`src/rtl/fetch_stage.sv`:
```
// Instruction-fetch stage: owns the PC, addresses the combinational instruction memory
// and registers the returned word into the IF/ID register, with stall, redirect and halt.
module fetch_stage #(
    parameter int unsigned    AW        = 8,
    parameter int unsigned    DW        = 32,
    parameter logic [AW-1:0]  RESET_PC  = '0,
    parameter bit             HALT_EN   = 1'b1,
    parameter logic [DW-1:0]  HALT_WORD = DW'(32'h0000_000C)
) (
    input  logic          clk,
    input  logic          rst,
    input  logic          start,
    input  logic          stall,
    input  logic          redirect,
    input  logic [AW-1:0] redirect_addr,
    output logic [AW-1:0] imem_addr,
    input  logic [DW-1:0] imem_rd,
    output logic [DW-1:0] if_instr,
    output logic [AW-1:0] if_pc,
    output logic          if_valid,
    output logic          halted,
    output logic [15:0]   fetch_count
);

    localparam int unsigned CW = 16;

    typedef enum logic [1:0] {
        IDLE = 2'd0,
        RUN  = 2'd1,
        HALT = 2'd2
    } state_t;

    state_t          state_q, state_d;
    logic [AW-1:0]   pc_q, pc_d;
    logic [DW-1:0]   if_instr_q, if_instr_d;
    logic [AW-1:0]   if_pc_q, if_pc_d;
    logic            if_valid_q, if_valid_d;
    logic            halted_q, halted_d;
    logic [CW-1:0]   fetch_count_q, fetch_count_d;
    logic            halt_hit;

    assign halt_hit = HALT_EN && (imem_rd == HALT_WORD);

    // Next-state and IF/ID update; everything holds unless a branch below says otherwise.
    always_comb begin
        state_d       = state_q;
        pc_d          = pc_q;
        if_instr_d    = if_instr_q;
        if_pc_d       = if_pc_q;
        if_valid_d    = if_valid_q;
        halted_d      = halted_q;
        fetch_count_d = fetch_count_q;

        unique case (state_q)
            IDLE: begin
                if_valid_d = 1'b0;
                if (redirect) pc_d = redirect_addr;
                if (start)    state_d = RUN;
            end
            RUN: begin
                if (redirect) begin
                    pc_d       = redirect_addr;
                    if_valid_d = 1'b0;
                end else if (halt_hit && !stall) begin
                    if_valid_d = 1'b0;
                    halted_d   = 1'b1;
                    state_d    = HALT;
                end else if (!stall) begin
                    if_instr_d = imem_rd;
                    if_pc_d    = pc_q;
                    if_valid_d = 1'b1;
                    pc_d       = pc_q + AW'(1);
                    if (fetch_count_q != {CW{1'b1}})
                        fetch_count_d = fetch_count_q + CW'(1);
                end
            end
            HALT: begin
                if_valid_d = 1'b0;
                halted_d   = 1'b1;
            end
            default: state_d = IDLE;
        endcase
    end

    always_ff @(posedge clk) begin
        if (rst) begin
            state_q       <= IDLE;
            pc_q          <= RESET_PC;
            if_instr_q    <= '0;
            if_pc_q       <= '0;
            if_valid_q    <= 1'b0;
            halted_q      <= 1'b0;
            fetch_count_q <= '0;
        end else begin
            state_q       <= state_d;
            pc_q          <= pc_d;
            if_instr_q    <= if_instr_d;
            if_pc_q       <= if_pc_d;
            if_valid_q    <= if_valid_d;
            halted_q      <= halted_d;
            fetch_count_q <= fetch_count_d;
        end
    end

    assign imem_addr   = pc_q;
    assign if_instr    = if_instr_q;
    assign if_pc       = if_pc_q;
    assign if_valid    = if_valid_q;
    assign halted      = halted_q;
    assign fetch_count = fetch_count_q;

endmodule

```
`config.mk`:
```
export PLATFORM = sky130hd
export DESIGN_NAME = fetch_stage
export DESIGN_NICKNAME = d
export VERILOG_FILES = /design/src/rtl/fetch_stage.sv
export SDC_FILE = /design/constraint.sdc
export NUM_CORES = 1
export LEC_CHECK = 0
export CELL_PAD_IN_SITES_DETAIL_PLACEMENT = 0
export CELL_PAD_IN_SITES_GLOBAL_PLACEMENT = 1
export CORE_MARGIN = 10
export CORE_UTILIZATION = 34
export DETAILED_ROUTE_END_ITERATION = 7
export PLACE_DENSITY_LB_ADDON = 0.1
export SYNTH_ARGS = -nofsm -noshare
export SYNTH_HDL_FRONTEND = slang
export SYNTH_SLANG_ARGS = --single-unit
```
`constraint.sdc`:
```
create_clock -name clk -period 5.26 [get_ports clk]
set_input_delay 0.789 -clock clk [delete_from_list [all_inputs] [get_ports clk]]
set_output_delay 0.789 -clock clk [all_outputs]
set_load 0.02 [all_outputs]
```
-- After elaboration in Yosys (flattened, before gate mapping)
Index checks and enable logic that the tools add are counted.
- bits in registers: 68
- input port bits: 45
- output and inout bits: 66
- word-level logic and storage cells: 53
- $add $sub $neg: 2
- equality and inequality tests: 11
- muxes and demuxes: 16
- bitwise operators: 4
- reductions and logical operators: 13
- operators by type and width (cell ; count):
    $eq A32 B4 Y1 const B ; 1
    $mux W8 ; 4
    $add A16 B1 Y16 const B ; 1
    $ne A16 B16 Y1 const B ; 1
    $pmux W8 S2 ; 1
    $reduce_and A4 Y1 ; 3
    $add A8 B1 Y8 const B ; 1
    $ne A2 B2 Y1 const B ; 4
    $mux W2 ; 3
    $ne A3 B3 Y1 const B ; 2
    $pmux W2 S3 ; 1
    $reduce_bool A2 Y1 ; 3
    $mux W1 ; 5
    $reduce_and A5 Y1 ; 1
    $ne A4 B4 Y1 const B ; 1
    $not A1 Y1 ; 4
    $pmux W1 S2 ; 2
    $reduce_and A3 Y1 ; 1
    $eq A2 B1 Y1 const B ; 1
    $eq A2 B2 Y1 const B ; 1
    $logic_not A2 Y1 ; 1
    $reduce_and A2 Y1 ; 1
    $reduce_or A2 Y1 ; 1
    $logic_and A1 B1 Y1 ; 1
    $logic_not A1 Y1 ; 1

-- Logic depth before layout (Yosys ltp)
- word-level depth: 5
- mapped depth: 8
- depth with buffers taken out: 6

-- Worst setup path after synthesis
OpenSTA, ideal clock, no wires.
- path kind: input-to-reg
- from: input imem_rd[25]
- to: register pc_q[0], in the netlist imem_addr[0]
- setup time: 0.101 ns
- arrival: 2.165 ns
- required time: 5.159 ns
- slack: 2.994 ns
- stages: 7
- path buffers: 2
- cell sequence: nor4_1 -> nand4_1 -> o21ai_2 -> buf_2 -> buf_2 -> o2111ai_1 -> o41ai_1
- word-level cells in the longest chain between the ends: 4
- RTL lines (what ; RTL line ; RTL):
    start: declaration ; 17 ; input logic [DW-1:0] imem_rd,
    $eq A32 B4 Y1 ; 42 ; assign halt_hit = HALT_EN && (imem_rd == HALT_WORD);
    $logic_and A1 B1 Y1 ; 64 ; end else if (halt_hit && !stall) begin
    $ne A3 B3 Y1 (no source line) ; - ;
    $reduce_and A4 Y1 (no source line) ; - ;
    end signal: assignment ; 96 ; pc_q <= pc_d;
    end: declaration ; 34 ; logic [AW-1:0] pc_q, pc_d;
Every way passes these cells.
A chain may end at the register's enable or synchronous reset.

-- Worst setup path after layout
- from: input imem_rd[3]
- to: register pc_q[0], in the netlist imem_addr[0]
The elaborated chain is that of the path after synthesis.

==> summary.md <==
| Metric | Value |
|---|---|
| Antenna cell count | 0 |
| Number of port buffers | 110 |
| Iteration-0 DRC count of the detailed router | 94 |
| Maximum root-to-sink buffer count | 2 |
| Clock transition at path regs | 0.08 ns |
| Clk_lat worst skew | about 0.34 ns |
| Placed cell count | 573 |
| Setup tns final | 0 ns |
| R2R depth | 4 |
| Cell Pwr Density | 264 mW/mm^2 |
| Status | finished, final reports clean |
| Initial Util | ~35% |
| CP max-delay cell | o21ai_4 |
| CTS sink cnt | 68 |
| NetSw | 0.000280 W |
| Seq/Total Area, Yosys | around 45% |
| WL/cell | 16.4 microns |
| Post-synthesis adder-cell area fraction | less than 1% |
| Largest family of logic cells by synthesized area | simple AND/OR/NAND/NOR gates |
| Total routed wirelength | 9680 microns |
| Startpoint Class | primary input |
| Worst hold path class | flop to flop |
| Max-slew headroom | a little over a quarter |
| CTS tree | built |
| RSZ-0062 raised after global routing | no |
| Synth Instances | between 300 and 400 |
| Area share of xor/xnor cells in the synthesized design | 0.293% |
| Share of layout cells above drive strength 1 | 5.82% |
| Post-synth top area share | 45.5% |
| Remaining Overflow, GRT | 0 |
| Fin cells | between 500 and 600 |
| Worst Path Required | approximately 5.5 ns |
| Via count | between 3000 and 4000 |
| CP Max Fanout | 37 |
| Initial antenna violation count | 0 |
| Synth warn | 0 |
| R2R Setup Slk | 2.88 ns |
| CP Class | primary input to flop |
| Yosys top cell by area | dfxtp_1 |
| Root Driver | clkbuf_8 |
| Cts hold-fix bufs | 0 |
| Least-Margin Pin Slew | 1.10 ns |
| Crit path arrival time | 3.35 ns |
| Site row count | 34 |
| Worst hold stages | 2 |
| Fin crit share | between 50% and 60% |
| FF+latch count, synth | 68 |
| Finish-stage setup viols | 0 |
| Vias per cell | around 5.2 |
| Worst clock skew | ~0.0070 ns |
| Post-synth EDFFs | 0 |
| Post-synth ARST share | 0% |
| Setup crit end kind | flop |
| Synthesized Nets | 420 |
| Largest net degree at the start of global routing | 69 |
| Critical Path Max Stage Delay | 0.58 ns |
| Internal Power | 0.000874 W |
| Post-route DRC | 0 |
| Die H | 114 microns |
| Post_cts resized | 0 |
| Power share of the combinational group | 11.6% |
| Number of H-tree levels | 3 |
| Synthesized area | ~0.003 sq mm |
| Fin. Hold Viols | 0 |
| Layout area overhead | 46.3% |
| Global-route wire length before repair | about 16000 microns |
| Core area | 0.00864 sq mm |
| Synth Flop Type | dfxtp_1 |
| Yosys cell types | 47 |
| I/O pins | 111 |
| Mux contribution to synthesized area | 0.711% |
| R2R Path Start | state_q[0] |
| Sw Ratio | between 20% and 30% |
| Crit-path cells | clkdlybuf4s50_1 -> nor4bb_1 -> nand4_1 -> o21ai_4 -> buf_4 -> o2111ai_1 -> o41ai_1 |
| Clock Power Share | 41.5% |
| Post-CTS Setup Repair Bufs | 0 |
| Synth top area cells | dfxtp_1 (45%), nand2_1 (12%), a21oi_1 (9.5%) |
| Full die area | between 0.01 and 0.015 sq mm |
| Reg power frac | 47.0% |
| Fmax | 322 MHz |
| Hold endpoint | if_pc[1] |
| Synthesized area per cell | between 8 and 9 sq um |
| CTS Buf Count | 9 |
| Min Tclk post-route | 3.10 ns |
| Compound-Gate Fraction of Synth Area | approximately a fifth |
| Post-Synth Simple-Gate Area | roughly 28% |
| Final ANT Viol Nets | 0 |
| Worst hold start | if_pc[1] |
| Die width | 114 microns |
| VDD IR max | 0.141 mV |
| DR pass1 iterations | 4 |
| Gp weighted congestion | 0.729 |
| Max-cap viol count | 0 |
| Reg-to-Reg End | fetch_count[12] |
| Gr usage total | 14.7% |
| Max-slew violations | 0 |
| Fill cell count | approximately 890 |
| Leakage power | 1.42 nW |
| Final net count | 523 |
| Detail Placement HPWL | slightly above 7000 microns |
| Vias in the first global route | 3005 |
==> routing by layer <==
| layer | global-route usage (%) | vias to the layer above | wire (microns) | part of all wire (%) |
|---|---|---|---|---|
| met2 | 23.7 | 67 | 4600 | 48 |
| met4 | 5.76 | 0 | 116 | 1.2 |
| met3 | 5.35 | 8 | 725 | 7.5 |
| met1 | 17.4 | 1402 | 4240 | 44 |
| met5 | 0 | - | 0 | 0 |
| li1 | - | 1562 | - | - |
==> state kept, by name, summed over array words and instances, names as in the netlist <==
name,flops
imem_addr,8
if_instr,32
state_q,2
if_valid,1
fetch_count,16
if_pc,8
halted,1
==> worst max path at each step <==
stage                start            to  slack, ns  cells past startpoint
6_report        imem_rd[3]  imem_addr[0]       2.16                      7
2_1_floorplan  imem_rd[25]  imem_addr[0]       2.99                      7
3_5_place_dp    imem_rd[6]  imem_addr[0]       1.80                      7
5_1_grt         imem_rd[3]  imem_addr[0]       1.94                      7
3_3_place_gp    imem_rd[6]  imem_addr[0]       1.84                      7
4_1_cts        imem_rd[22]  imem_addr[0]       2.15                      7
==> worst max-delay path, delay by kind of cell <==
family	cells	cell delay (ns)
buffers and inverters	2	0.94
AO/OA/AOI/OAI	3	0.83
AND/OR/NAND/NOR	2	0.77
==> cell type report <==
type | count | area, sq um | share of cell area, %
well taps | 108 | 135 | 3.09
inverters | 6 | 22.5 | 0.514
clock inverters | 4 | 72.6 | 1.66
multi-input cells | 279 | 1530 | 35.0
clock buffers | 12 | 145 | 3.31
repair buffers | 112 | 1110 | 25.4
flip-flops and latches | 68 | 1360 | 31.1
==> cells in the mapped netlist (all sizes together), types with 3 or more instances <==
| master | n |
|---|---|
| a21oi | 58 |
| and3 | 3 |
| and4 | 3 |
| buf | 7 |
| clkbuf | 13 |
| dfxtp | 68 |
| inv | 6 |
| nand2 | 97 |
| nand3 | 14 |
| nand4 | 8 |
| nor2 | 13 |
| nor3 | 6 |
| nor4 | 10 |
| o211ai | 6 |
| o21ai | 12 |
| o31ai | 8 |
| o41ai | 3 |
| or3 | 5 |
| or4 | 8 |
==> layout by cell type (no fill, tap or decap), drive strengths merged, types with 5 or more instances in the layout <==
cell type / Yosys / final
nor3: 6 / 6
nor4: 10 / 10
o31ai: 8 / 8
inv: 6 / 6
a21oi: 58 / 58
dfxtp: 68 / 68
clkbuf: 13 / 12
or3: 5 / 5
or4: 8 / 8
nand3: 14 / 14
nand2: 97 / 97
o21ai: 12 / 12
clkdlybuf4s50: 0 / 109
nand4: 8 / 8
o211ai: 6 / 6
nor2: 13 / 13
==> power groups by stage <==
stage | Clock (W) | Sequential, W | Combinational [W]
floorplan | 0 | 0.000567 | 0.0000431
global placement | 0 | 0.000554 | 0.000135
detailed placement | 0 | 0.000554 | 0.000135
CTS | 0.000491 | 0.000542 | 0.000135
global route | 0.000522 | 0.000545 | 0.000144
finish | 0.000479 | 0.000542 | 0.000133
==> stage by stage <==
stage | instance area [sq um] | power, W | hold slack (ns) | utilization (%) | worst slack, ns
finish | 4380 | 0.00115 | 0.455 | 50.7 | 2.16
global route | 4380 | 0.00121 | 0.475 | 50.7 | 1.94
CTS | 4380 | 0.00117 | 0.457 | 50.7 | 2.15
detailed placement | 4160 | 0.000689 | 0.446 | 48.2 | 1.80
global placement | 4160 | 0.000689 | 0.442 | 48.2 | 1.84
floorplan | 2990 | 0.000610 | 0.526 | - | 2.99
==> logic make-up after synthesis <==
kind of cell    after synthesis
compound gates              100
xor+xnor                      1
fa+ha+maj                     2
buf+inv                      26
flops                        68
mux                           2
simple gates                174
(Power assumes the default switching activity.)
